<file path="config.mk">
export PLATFORM = sky130hd
export DESIGN_NAME = osd_menu_ctrl
export DESIGN_NICKNAME = d
export VERILOG_FILES = /design/src/rtl/osd_pkg.sv /design/src/rtl/osd_cfg_shadow.sv /design/src/rtl/osd_menu_ctrl.sv
export SDC_FILE = /design/constraint.sdc
export NUM_CORES = 1
export LEC_CHECK = 0
export BUFFER_PORTS_ARGS = -buffer_cell sky130_fd_sc_hd__buf_2
export CAP_MARGIN = 20
export CORE_AREA = 2 2 56 111
export CTS_BUF_LIST = sky130_fd_sc_hd__clkbuf_8
export CTS_CLUSTER_DIAMETER = 60
export DETAILED_ROUTE_END_ITERATION = 7
export DIE_AREA = 0 0 58 113
export PLACE_DENSITY = 0.89
export SYNTH_ARGS = -nofsm -noshare
export SYNTH_HDL_FRONTEND = slang
export SYNTH_HIERARCHICAL = 1
export SYNTH_SLANG_ARGS = --single-unit
</file>
<file path="constraint.sdc">
create_clock -name clk -period 3.2 [get_ports clk]
set_clock_uncertainty 0.05 [all_clocks]
set_input_delay 0.48 -clock clk [delete_from_list [all_inputs] [get_ports clk]]
set_output_delay 0.48 -clock clk [all_outputs]
set_load 0.01 [all_outputs]
</file>
<file path="src/rtl/osd_pkg.sv">
// Shared definitions for the OSD menu controller: key codes, menu states,
// backlight configuration record and the osd_code field layout.
package osd_pkg;

    localparam logic [7:0] KEY_MENU  = 8'h45;
    localparam logic [7:0] KEY_UP    = 8'h46;
    localparam logic [7:0] KEY_DOWN  = 8'h15;
    localparam logic [7:0] KEY_LEFT  = 8'h44;
    localparam logic [7:0] KEY_RIGHT = 8'h43;
    localparam logic [7:0] KEY_OK    = 8'h40;

    localparam int unsigned NUM_LINES = 5;
    localparam int unsigned LINE_W    = 3;
    localparam logic [LINE_W-1:0] LAST_LINE = LINE_W'(NUM_LINES - 1);

    localparam int unsigned OSD_W         = 20;
    localparam int unsigned OSD_VIS       = 19;
    localparam int unsigned OSD_EDIT      = 18;
    localparam int unsigned OSD_SEL_LSB   = 15;
    localparam int unsigned OSD_GAMMA     = 14;
    localparam int unsigned OSD_LDIDX_LSB = 12;
    localparam int unsigned OSD_LDEN_LSB  = 9;
    localparam int unsigned OSD_SPA_ON    = 8;
    localparam int unsigned OSD_DATA_LSB  = 4;
    localparam int unsigned OSD_SPA_LSB   = 0;

    typedef enum logic [1:0] {
        HIDDEN = 2'd0,
        BROWSE = 2'd1,
        EDIT   = 2'd2
    } state_e;

    typedef struct packed {
        logic [1:0] ld_idx;
        logic [2:0] ld_en;
        logic [1:0] spa_idx;
        logic [1:0] data_mode;
        logic       gamma_on;
    } cfg_t;

    localparam cfg_t CFG_RESET = '{ld_idx: 2'd0, ld_en: 3'b111, spa_idx: 2'd1,
                                   data_mode: 2'd0, gamma_on: 1'b1};

    // Step a 0..2 value by one in either direction, wrapping.
    function automatic logic [1:0] wrap3(input logic [1:0] v, input logic inc);
        logic [1:0] r;
        if (inc) r = (v >= 2'd2) ? 2'd0 : v + 2'd1;
        else     r = (v == 2'd0) ? 2'd2 : v - 2'd1;
        return r;
    endfunction

    function automatic logic [OSD_W-1:0] osd_pack(input state_e st,
                                                   input logic [LINE_W-1:0] sel,
                                                   input cfg_t c);
        logic [OSD_W-1:0] o;
        o = '0;
        o[OSD_VIS]                = (st != HIDDEN);
        o[OSD_EDIT]               = (st == EDIT);
        o[OSD_SEL_LSB +: LINE_W]  = sel;
        o[OSD_GAMMA]              = c.gamma_on;
        o[OSD_LDIDX_LSB +: 2]     = c.ld_idx;
        o[OSD_LDEN_LSB +: 3]      = c.ld_en;
        o[OSD_SPA_ON]             = (c.spa_idx != 2'd0);
        o[OSD_DATA_LSB +: 4]      = 4'(c.data_mode);
        o[OSD_SPA_LSB +: 4]       = 4'(c.spa_idx);
        return o;
    endfunction

endpackage

</file>
<file path="src/rtl/osd_cfg_shadow.sv">
// Committed/active configuration pair: OK commits mark the set dirty and the
// next frame boundary applies it to the mapped processing-chain outputs.
module osd_cfg_shadow
    import osd_pkg::*;
(
    input  logic       clk,
    input  logic       rst_n,
    input  logic       frame_1st_pxl,
    input  logic       commit,
    input  cfg_t       commit_cfg,
    output cfg_t       committed,
    output logic [1:0] LD_mode,
    output logic [2:0] LD_mode_en,
    output logic       gamma_bypass,
    output logic       SPA_bypass,
    output logic [3:0] SPA_mode,
    output logic [3:0] Data_mode,
    output logic       cfg_update
);

    cfg_t       committed_q, committed_d;
    logic       dirty_q, dirty_d;
    logic [1:0] ld_mode_q, ld_mode_d;
    logic [2:0] ld_mode_en_q, ld_mode_en_d;
    logic       gamma_bypass_q, gamma_bypass_d;
    logic       spa_bypass_q, spa_bypass_d;
    logic [3:0] spa_mode_q, spa_mode_d;
    logic [3:0] data_mode_q, data_mode_d;
    logic       cfg_update_q, cfg_update_d;

    // Apply samples the pre-commit dirty flag, so a same-cycle OK waits a frame.
    always_comb begin
        committed_d    = committed_q;
        dirty_d        = dirty_q;
        ld_mode_d      = ld_mode_q;
        ld_mode_en_d   = ld_mode_en_q;
        gamma_bypass_d = gamma_bypass_q;
        spa_bypass_d   = spa_bypass_q;
        spa_mode_d     = spa_mode_q;
        data_mode_d    = data_mode_q;
        cfg_update_d   = 1'b0;

        if (frame_1st_pxl && dirty_q) begin
            dirty_d      = 1'b0;
            cfg_update_d = 1'b1;
            case (committed_q.ld_idx)
                2'd1:    ld_mode_d = 2'b10;
                2'd2:    ld_mode_d = 2'b01;
                default: ld_mode_d = 2'b00;
            endcase
            ld_mode_en_d   = committed_q.ld_en;
            spa_bypass_d   = (committed_q.spa_idx == 2'd0);
            spa_mode_d     = (committed_q.spa_idx == 2'd2) ? 4'b0001 : 4'b0000;
            data_mode_d    = 4'(committed_q.data_mode);
            gamma_bypass_d = ~committed_q.gamma_on;
        end

        if (commit) begin
            committed_d = commit_cfg;
            dirty_d     = 1'b1;
        end
    end

    always_ff @(posedge clk or negedge rst_n) begin
        if (!rst_n) begin
            committed_q    <= CFG_RESET;
            dirty_q        <= 1'b0;
            ld_mode_q      <= 2'b00;
            ld_mode_en_q   <= 3'b111;
            gamma_bypass_q <= 1'b0;
            spa_bypass_q   <= 1'b0;
            spa_mode_q     <= 4'b0000;
            data_mode_q    <= 4'b0000;
            cfg_update_q   <= 1'b0;
        end else begin
            committed_q    <= committed_d;
            dirty_q        <= dirty_d;
            ld_mode_q      <= ld_mode_d;
            ld_mode_en_q   <= ld_mode_en_d;
            gamma_bypass_q <= gamma_bypass_d;
            spa_bypass_q   <= spa_bypass_d;
            spa_mode_q     <= spa_mode_d;
            data_mode_q    <= data_mode_d;
            cfg_update_q   <= cfg_update_d;
        end
    end

    assign committed    = committed_q;
    assign LD_mode      = ld_mode_q;
    assign LD_mode_en   = ld_mode_en_q;
    assign gamma_bypass = gamma_bypass_q;
    assign SPA_bypass   = spa_bypass_q;
    assign SPA_mode     = spa_mode_q;
    assign Data_mode    = data_mode_q;
    assign cfg_update   = cfg_update_q;

endmodule

</file>
<file path="src/rtl/osd_menu_ctrl.sv">
// IR-key driven browse/edit menu with idle auto-hide; owns the working
// configuration and hands commits to the frame-synchronous shadow.
module osd_menu_ctrl
    import osd_pkg::*;
#(
    parameter int unsigned TIMEOUT_FRAMES = 600
) (
    input  logic             clk,
    input  logic             rst_n,
    input  logic [7:0]       order,
    input  logic             order_en,
    input  logic             frame_1st_pxl,
    output logic [OSD_W-1:0] osd_code,
    output logic [1:0]       LD_mode,
    output logic [2:0]       LD_mode_en,
    output logic             gamma_bypass,
    output logic             SPA_bypass,
    output logic [3:0]       SPA_mode,
    output logic [3:0]       Data_mode,
    output logic             cfg_update
);

    localparam int unsigned TW = (TIMEOUT_FRAMES > 0) ? $clog2(TIMEOUT_FRAMES + 1) : 1;

    state_e            state_q, state_d;
    logic [LINE_W-1:0] sel_q, sel_d;
    cfg_t              work_q, work_d;
    logic [TW-1:0]     timer_q, timer_d;
    logic [OSD_W-1:0]  osd_code_q, osd_code_d;
    logic              key_acc_c;
    logic              timeout_c;
    logic              commit_c;
    cfg_t              committed;

    assign timeout_c = (TIMEOUT_FRAMES != 0) && (state_q != HIDDEN) && frame_1st_pxl &&
                       ((32'(timer_q) + 32'd1) >= TIMEOUT_FRAMES);

    always_comb begin
        state_d   = state_q;
        sel_d     = sel_q;
        work_d    = work_q;
        timer_d   = timer_q;
        key_acc_c = 1'b0;
        commit_c  = 1'b0;

        if (state_q != HIDDEN && frame_1st_pxl && 32'(timer_q) != TIMEOUT_FRAMES)
            timer_d = timer_q + TW'(1);

        if (order_en) begin
            case (state_q)
                HIDDEN: begin
                    if (order == KEY_MENU) begin
                        key_acc_c = 1'b1;
                        state_d   = BROWSE;
                    end
                end
                BROWSE: begin
                    key_acc_c = 1'b1;
                    case (order)
                        KEY_UP:   sel_d = (sel_q == '0) ? LAST_LINE : sel_q - LINE_W'(1);
                        KEY_DOWN: sel_d = (sel_q >= LAST_LINE) ? '0 : sel_q + LINE_W'(1);
                        KEY_OK:   state_d = EDIT;
                        KEY_MENU: state_d = HIDDEN;
                        default:  key_acc_c = 1'b0;
                    endcase
                end
                EDIT: begin
                    key_acc_c = 1'b1;
                    case (order)
                        KEY_LEFT, KEY_RIGHT: begin
                            case (sel_q)
                                3'd0: work_d.ld_idx = wrap3(work_q.ld_idx, order == KEY_RIGHT);
                                3'd1: work_d.ld_en  = (order == KEY_RIGHT) ? work_q.ld_en + 3'd1
                                                                           : work_q.ld_en - 3'd1;
                                3'd2: work_d.spa_idx = wrap3(work_q.spa_idx, order == KEY_RIGHT);
                                3'd3: work_d.data_mode = (order == KEY_RIGHT) ? work_q.data_mode + 2'd1
                                                                              : work_q.data_mode - 2'd1;
                                default: work_d.gamma_on = ~work_q.gamma_on;
                            endcase
                        end
                        KEY_OK: begin
                            commit_c = 1'b1;
                            state_d  = BROWSE;
                        end
                        KEY_MENU: begin
                            work_d  = committed;
                            state_d = BROWSE;
                        end
                        default: key_acc_c = 1'b0;
                    endcase
                end
                default: state_d = HIDDEN;
            endcase
        end

        // An accepted key outranks a coincident timeout pulse.
        if (key_acc_c) begin
            timer_d = '0;
        end else if (timeout_c) begin
            state_d = HIDDEN;
            work_d  = committed;
            timer_d = '0;
        end

        osd_code_d = osd_pack(state_d, sel_d, work_d);
    end

    always_ff @(posedge clk or negedge rst_n) begin
        if (!rst_n) begin
            state_q    <= HIDDEN;
            sel_q      <= '0;
            work_q     <= CFG_RESET;
            timer_q    <= '0;
            osd_code_q <= osd_pack(HIDDEN, '0, CFG_RESET);
        end else begin
            state_q    <= state_d;
            sel_q      <= sel_d;
            work_q     <= work_d;
            timer_q    <= timer_d;
            osd_code_q <= osd_code_d;
        end
    end

    assign osd_code = osd_code_q;

    osd_cfg_shadow u_shadow (
        .clk          (clk),
        .rst_n        (rst_n),
        .frame_1st_pxl(frame_1st_pxl),
        .commit       (commit_c),
        .commit_cfg   (work_q),
        .committed    (committed),
        .LD_mode      (LD_mode),
        .LD_mode_en   (LD_mode_en),
        .gamma_bypass (gamma_bypass),
        .SPA_bypass   (SPA_bypass),
        .SPA_mode     (SPA_mode),
        .Data_mode    (Data_mode),
        .cfg_update   (cfg_update)
    );

endmodule

</file>
==> Yosys cells after proc, flatten, opt, wreduce, memory -nomap -nowiden <==
Index checks and enable logic that the tools add are counted.
{ "totals": {"ff_bits": 66, "inputBits": 12, "elab_cells": 121} }
{ "op_classes": {"addsub": 12, "magnitude_cmp": 4, "n_eq_ne": 16, "n_mux": 46, "bitwise_logic": 2, "reduce_logical": 19} }
{ "op_table": {"columns": ["op", "count"], "rows": [
  ["two-way mux 10 bit", 7],
  ["== test 8 x 7 -> 1 bit, second input constant", 5],
  ["two-way mux 2 bit", 15],
  ["case mux 10 bit (2 select lines)", 1],
  ["two-way mux 3 bit", 6],
  ["two-way mux 1 bit", 12],
  ["OR reduction 4 bit", 3],
  ["adder 10 x 1 -> 11 bit, second input constant", 1],
  ["greater-or-equal comparator 11 x 10 -> 1 bit, second input constant", 1],
  ["adder 10 x 1 -> 10 bit, second input constant", 1],
  ["!= test 10 bit, second input constant", 1],
  ["== test 2 bit, second input constant", 4],
  ["== test 8 x 5 -> 1 bit, second input constant", 1],
  ["zero test 2 bit", 4],
  ["case mux 2 bit (2 select lines)", 2],
  ["nonzero test 2 bit", 4],
  ["adder 2 x 1 -> 2 bit, second input constant", 3],
  ["adder 3 x 1 -> 3 bit, second input constant", 2],
  ["== test 3 x 2 -> 1 bit, second input constant", 2],
  ["case mux 2 bit (3 select lines)", 1],
  ["case mux 3 bit (2 select lines)", 1],
  ["subtractor 2 x 1 -> 2 bit, second input constant", 3],
  ["subtractor 3 x 1 -> 3 bit, second input constant", 2],
  ["== test 2 x 1 -> 1 bit, second input constant", 2],
  ["other kinds (9)", 15]
]} }

==> Depth between registers and ports, before layout <==
Gate-level depths: netlist of the first run.
{ "logic_depth": {"word_depth": 10, "ltp_mapped": 9} }

==> Modules after synthesis <==
Netlist of the first run, hierarchy kept.
{ "by_module_without_submodules": {"columns": ["mod", "instances", "cells_each", "area_each_um2"], "rows": [
  ["osd_menu_ctrl", 1, 276, 2364.8],
  ["osd_cfg_shadow", 1, 59, 925.9]
]} }

==> Worst setup path after synthesis of the first run <==
No wires, ideal clock.
{ "synth_path": {"kind": "input-to-reg", "startpoint": "input port order[5]", "endpoint": "register work_q[6] in the netlist's numbering", "setup_time_ns": 0.060, "arrival_ns": 2.399, "required_time_ns": 3.090, "slack_ns": 0.691, "stages": 8, "path_buffers": 1, "path_cell_list": "or4b_4 buf_6 nor3_2 fa_1 nor3_1 a21oi_1 o2bb2ai_1 mux2_2"} }
{ "synth_between": {"elab_chain_cells": 8} }
{ "synth_rtl": {"columns": ["item", "line_no", "text"], "rows": [
  ["start, declared", "osd_menu_ctrl.sv:10", "input logic [7:0] order,"],
  ["== test 8 x 7 -> 1 bit", "osd_menu_ctrl.sv:69, osd_menu_ctrl.sv:73", null],
  ["two-way mux 3 bit", "osd_menu_ctrl.sv:73", "3'd1: work_d.ld_en = (order == KEY_RIGHT) ? work_q.ld_en + 3'd1"],
  ["two-way mux 3 bit", "osd_menu_ctrl.sv:71", "case (sel_q)"],
  ["case mux 10 bit (2 select lines)", "osd_menu_ctrl.sv:69", "case (order)"],
  ["two-way mux 10 bit", "osd_menu_ctrl.sv:50", "case (state_q)"],
  ["two-way mux 10 bit", "osd_menu_ctrl.sv:49", "if (order_en) begin"],
  ["two-way mux 10 bit", "osd_menu_ctrl.sv:99", "end else if (timeout_c) begin"],
  ["two-way mux 10 bit *", "osd_menu_ctrl.sv:97", "if (key_acc_c) begin"],
  ["net osd_code_d[10]", "osd_menu_ctrl.sv:29", "logic [OSD_W-1:0] osd_code_q, osd_code_d;"],
  ["end signal, assigned", "osd_menu_ctrl.sv:118", "work_q <= work_d;"],
  ["end, declared", "osd_menu_ctrl.sv:27", "cfg_t work_q, work_d;"]
]} }
Mark *: on every way through the listed nets, which the timed path passes. The rest lies on a longest branch.
A chain may end at the register's enable or synchronous reset.

==> Worst setup path in the final report of the first run <==
{ "layout_path": {"startpoint": "register timer_q[6]", "endpoint": "register osd_code_q[13] (netlist: osd_code[13])"} }
{ "layout_between": {"elab_chain_cells": 5} }
{ "layout_rtl": {"columns": ["item", "line_no", "text"], "rows": [
  ["start, declared", "osd_menu_ctrl.sv:28", "logic [TW-1:0] timer_q, timer_d;"],
  ["start signal, assigned", "osd_menu_ctrl.sv:119", "timer_q <= timer_d;"],
  ["adder 10 x 1 -> 11 bit", "osd_menu_ctrl.sv:36", "((32'(timer_q) + 32'd1) >= TIMEOUT_FRAMES);"],
  ["greater-or-equal comparator 11 x 10 -> 1 bit", "osd_menu_ctrl.sv:36", null],
  ["logical AND 1 bit", "osd_menu_ctrl.sv:35", "assign timeout_c = (TIMEOUT_FRAMES != 0) && (state_q != HIDDEN) && frame_1st_pxl &&"],
  ["two-way mux 10 bit", "osd_menu_ctrl.sv:99", null],
  ["two-way mux 10 bit", "osd_menu_ctrl.sv:97", null],
  ["net osd_code_d[13]", "osd_menu_ctrl.sv:29", null],
  ["end signal, assigned", "osd_menu_ctrl.sv:114", "osd_code_q <= osd_pack(HIDDEN, '0, CFG_RESET);"],
  ["end signal, assigned", "osd_menu_ctrl.sv:120", "osd_code_q <= osd_code_d;"],
  ["end, declared", "osd_menu_ctrl.sv:29", null]
]} }
The timed path passes the listed nets, and every way through them passes these cells.

==> flow_summary.yaml, run 1 <==
logic_synthesis:
  synthArstFlopShare_pct: 100
  synth.distinct_cells: 64
  syn_area_mm2: 0.00329
  ys_warn_count: 6
  synth_top_area_share_pct: 27.4
  ys_ff_latch: 50
  yosys_most_used_dff: "dfrtp_1"
  synth_edf_count: 0
  yosysSeqAreaShare_pct: 38.6
  yosysMostFrequentCell: "dfrtp_1"
  avgSynthCellArea_um2: 9.82
  yosys.area.top_type: "dfrtp_1"
  synth_area_leaders: "dfrtp_1, dfstp_2, mux2_2, ha_1, mux2_4"
  synth_common_cells: "dfrtp_1, nor2_1, nand2_1"
  syn_inst: 335
clock_network:
  path_clk_slew_ps: 80
  clock-sinks: 50
  numCtsBuffers: 5
  root_buffer: "clkbuf_8"
  h-tree-depth: 2
  clock_latency_ps: 320
  cts_tree: "built"
  clk_path_buf_depth: 2
  cts_setup_buffers: 0
grt:
  grt_pass1_wl_um: 12400
  grt-ovfl-total: 0
  grtUsageTotal_pct: 24.7
  grt_max_degree: 51
  grt_use_met3_pct: 5.14
  top_usage_layer: "met2"
  grt_pass1_vias: 2699
  antenna_found_initial: 0
  use_met1_pct: 25.3
  gr-usage-met2_pct: 45.0
power:
  ir_worst_vdd_uv: 354
  powerDensity_mw_per_mm2: 330
  totalPowerFinal_mw: 1.19
  p_leak_nw: 1.62
die:
  die_w_um: 58
  start_util_pct: 58.1
  rows: 39
  core_region_area_mm2: 0.00566
  ios: 48
  die_area_mm2: 0.00655
  die_height_um: 113
routing:
  wl_um: 7740
  drt_iter0_markers: 76
  first_pass_iters: 4
  wl_per_cell_um: 17.9
  viasPerCell: 6.33
  vias: 2739
  ant_nets: 0
  drcViolationCount: 0
hold_path:
  hp-start: "frame_1st_pxl"
  min-delay-path-class: "primary input to flip-flop"
layout:
  fin_area_mm2: 0.00361
  utilization_pct: 63.7
  areaGrowthSynthToFinish_pct: 9.62
  stdcell_count: 433
  drive_gt1_share_pct: 26.1
  diodes: 0
  nNetsFinal: 398
sta:
  setup-tns-final_ps: 0
  fin_crit_sh_pct: 85.4
  relSlewSlack_pct: 47.6
  setup_viol: 0
  fin_crit_ps: 2730
  hold_viol: 0
  grt_setup_unrepaired: "no"
  drv_slew: 0
  clock.fmax_mhz: 366
  worst_pin_slew_ps: 775
setup_path:
  cp-startpoint: "timer_q[6]"
  cp.required_ps: 3350
  r2r_end: "osd_code[13]"
  cp-endpoint: "osd_code[13]"
  crit_arrival_ps: 2890
  worstReg2RegStart: "timer_q[6]"
  ff2ff_setup_slack_ps: 470
  critical_path.startpoint_type: "flip-flop"
  worstSetupEndpointType: "flip-flop"
  reg2regPathDepth: 6
  critical_path_class: "flip-flop to flip-flop"
  critPathMaxFanout: 9
outcome:
  status: "complete, no violations"
place:
  hpwlAfterDp_um: 5790
  place.port_buffers: 38
  dpl.cell_count: 422
  dpl_cell_area_mm2: 0.00347
  routabilityCongestion: 0.969
flow_run:
  cap_violations: 0
==> where the power goes <==
group          internal (mW)  leakage, nW  switching (mW)
combinational         0.0455        0.953          0.0726
clock                  0.174       0.0472           0.221
sequential             0.649        0.623          0.0287
total                  0.869         1.62           0.322
==> cell usage in the layout (no fill, tap or decap), drive strengths merged, types with 5 or more instances in the layout <==
master	instances
conb	9
mux2	24
mux2i	7
o2bb2ai	7
nor2	23
dfrtp	36
xor2	9
ha	14
a21oi	15
nand3	9
dfstp	14
and3	5
nor3	10
nand2	23
o21ai	14
nand3b	7
xnor2	5
nand2b	6
clkbuf	6
inv	17
buf	45
==> stage by stage <==
stage,hold slack [ps],setup slack (ps)
2_1_floorplan,134,691
3_3_place_gp,431,290
3_5_place_dp,435,144
4_1_cts,340,269
5_1_grt,449,311
6_report,420,468
==> area by class of cell <==
cell class                      instances  area (µm²)
Tap cell                               61        76.3
Clock buffer                            6        82.6
Clock inverter                          2        12.5
Timing Repair Buffer                   46         265
Multi-Input combinational cell        251        1840
Sequential cell                        50        1270
Fill cell                             472        2050
Inverter                               17        63.8
==> state kept, by name (all words and copies together), names as in the netlist, 2 cells and up <==
signal / cells
u_shadow/LD_mode: 2
u_shadow/Data_mode: 2
sel_q: 2
work_q: 5
osd_code: 9
timer_q: 10
state_q: 2
u_shadow/LD_mode_en: 3
u_shadow/committed: 10
==> critical path, cell delays in order, from the launching register on <==
cell and delay [ps]:
dfrtp_1 490, and4_1 260, nor3b_1 540, o2111ai_1 210
nor2_1 440, buf_4 290, mux2_2 350
==> per-layer routing <==
metal / part of all wire, % / vias to the layer above
met5: 0 / -
met4: 3.8 / 0
met3: 5.1 / 31
met2: 56 / 104
met1: 35 / 1348
li1: - / 1256
==> cell families (layout without fill, tap and decap cells) <==
family	Yosys count	count (layout)	share of synthesized area [%]
and+or+nand+nor	114	114	19.5
AOI/OAI and AO/OA	68	68	14.4
DFF	50	50	38.6
buffers and inverters	41	71	6.39
muxes	31	31	11.3
adders and majority gates	15	15	5.93
xor gates and xnor gates	14	14	3.73
other	2	9	0.228
==> what timing repair did <==
item                                   CTS  global route
resized for setup                        0             0
endpoints found under the hold margin    0             8
hold buffers                             0             1
==> worst min-delay path by stage <==
stage / slack [ps] / end / cells past startpoint
after floorplan: 130 / osd_code[13] / 0
after global placement: 430 / osd_code[14] / 1
after detailed placement: 430 / osd_code[14] / 1
after CTS: 340 / u_shadow/Data_mode[0] / 1
after global routing: 450 / u_shadow/dirty_q / 3
final: 420 / u_shadow/dirty_q / 3
Power figures use the tool's default switching activity.
==> run 2: changes to the inputs <==
clock period = 2.9 ns   (was 3.2 ns; I/O delays follow)
==> flow_summary.yaml, run 2 (synthesis gave the netlist of run 1 again) <==
die:
  core_region_area_mm2: 0.00566
  die_area_mm2: 0.00655
  start_util_pct: 58.1
  die_height_um: 113
  ios: 48
  rows: 39
  die_w_um: 58
sta:
  relSlewSlack_pct: 46.7
  worst_pin_slew_ps: 794
  setup-tns-final_ps: 0
  hold_viol: 0
  grt_setup_unrepaired: "no"
  fin_crit_sh_pct: 90.6
  fin_crit_ps: 2630
  setup_viol: 0
  clock.fmax_mhz: 381
  drv_slew: 0
grt:
  grt-ovfl-total: 0
  antenna_found_initial: 0
  grt_pass1_vias: 2834
  grt_max_degree: 32
  grt_pass1_wl_um: 13200
  grtUsageTotal_pct: 26.1
routing:
  drt_iter0_markers: 93
  first_pass_iters: 4
  viasPerCell: 6.09
  drcViolationCount: 0
  wl_per_cell_um: 17.8
  ant_nets: 0
  vias: 2705
  wl_um: 7920
setup_path:
  reg2regPathDepth: 8
  cp-startpoint: "timer_q[0]"
  ff2ff_setup_slack_ps: 270
  cpPeakStageDelay_ps: 470
  crit_family: "simple AND/OR/NAND/NOR gates"
  cp-endpoint: "osd_code[13]"
  critical_path_class: "flip-flop to flip-flop"
  worstSetupEndpointType: "flip-flop"
  crit_buf_inv: 1
  crit_chain: "ha_1 > and3_1 > nand4b_1 > a21boi_0 > a211oi_1 > nor2_1 > buf_4 > mux2_2"
  cp.required_ps: 3070
  critPathMaxFanout: 9
  worst-path-stages: 8
  critical_path.startpoint_type: "flip-flop"
  crit_arrival_ps: 2800
  critical-path-slowest-cell: "dfrtp_1"
  worstReg2RegStart: "timer_q[0]"
  r2r_end: "osd_code[13]"
clock_network:
  cts_tree: "built"
  root_buffer: "clkbuf_8"
  h-tree-depth: 2
  hold_buffers: 0
  clk_path_buf_depth: 2
  clock-sinks: 50
  ctsResizeCount: 0
  numCtsBuffers: 5
  path_clk_slew_ps: 90
  cts_setup_buffers: 0
  clock_latency_ps: 330
outcome:
  status: "complete, no violations"
layout:
  areaGrowthSynthToFinish_pct: 11.6
  nFillCells: 466
  stdcell_count: 444
  final_common_cell: "buf_2"
  layout_common_cells: "buf_2, dfrtp_1, nor2_1, nand2_1, buf_4"
  drive_gt1_share_pct: 28.2
  ff_latch_area_mm2: 0.00127
  multiInputGateArea_mm2: 0.00184
  utilization_pct: 64.9
  nNetsFinal: 409
  diodes: 0
power:
  p_int_uw: 962
  powerDensity_mw_per_mm2: 361
  p_sw_uw: 365
  clkPwrFrac_pct: 32.8
  totalPowerFinal_mw: 1.33
  p_leak_nw: 1.68
  pwr-share-comb_pct: 10.9
  p_seq_share_pct: 56.3
  ir_worst_vdd_uv: 417
  switching_share_pct: 27.5
place:
  place.port_buffers: 38
  routabilityCongestion: 0.918
  dpl.cell_count: 435
  hpwlAfterDp_um: 5980
flow_run:
  cap_violations: 0
hold_path:
  min-delay-path-class: "primary input to asynchronous set/reset pin"
==> run 2: changes by cell type in the layout (fill, tap and decap cells not counted) <==
| cell | before | now |
|---|---|---|
| dlygate4sd3_1 | 1 | 0 |
| buf_12 | 1 | 0 |
| clkinvlp_4 | 1 | 0 |
| inv_1 | 17 | 18 |
| buf_4 | 6 | 19 |
==> run 2: worst min-delay path by stage <==
stage | start | to | slack [ps] | cells after the start
after detailed placement | u_shadow/committed[0] | osd_code[14] | 430 | 1
after global routing | rst_n | u_shadow/Data_mode[0] | 150 | 1
after global placement | u_shadow/dirty_q | u_shadow/dirty_q | 430 | 1
after floorplan | rst_n | osd_code[13] | 90 | 0
final | rst_n | u_shadow/Data_mode[0] | 90 | 1
after CTS | rst_n | u_shadow/Data_mode[0] | 110 | 1
==> run 2: power by group through the flow <==
stage | sequential, mW | clock, mW | combinational (mW)
2_1_floorplan | 0.751 | 0 | 0.0943
3_3_place_gp | 0.757 | 0 | 0.130
3_5_place_dp | 0.758 | 0 | 0.142
4_1_cts | 0.747 | 0.437 | 0.145
5_1_grt | 0.752 | 0.465 | 0.162
6_report | 0.748 | 0.435 | 0.144
==> run 2: layer usage <==
metal  global-route usage (%)  part of all wire [%]  vias up  wire length, µm
li1                         -                     -     1289                -
met1                     28.3                    37     1329             2940
met2                     47.7                    57       71             4510
met3                     4.34                   3.3       16              261
met4                     11.8                   2.7        0              212
met5                        0                     0        -                0
==> run 2: layout make-up <==
class | instances | share of cell area (%)
clock buffer | 6 | 2.25
clock inverter | 2 | 0.239
inverter | 17 | 1.74
multi-input combinational | 251 | 50.1
sequential | 50 | 34.6
tap | 61 | 2.08
timing repair buffer | 57 | 9.07
==> run 2: per-stage QoR <==
step,cell area (µm²),hold slack [ps],setup slack (ps)
after detailed placement,3570,435,21.9
final,3670,90.1,273
after global routing,3670,153,114
after floorplan,3320,89.4,436
after global placement,3570,431,122
after CTS,3660,112,29.5
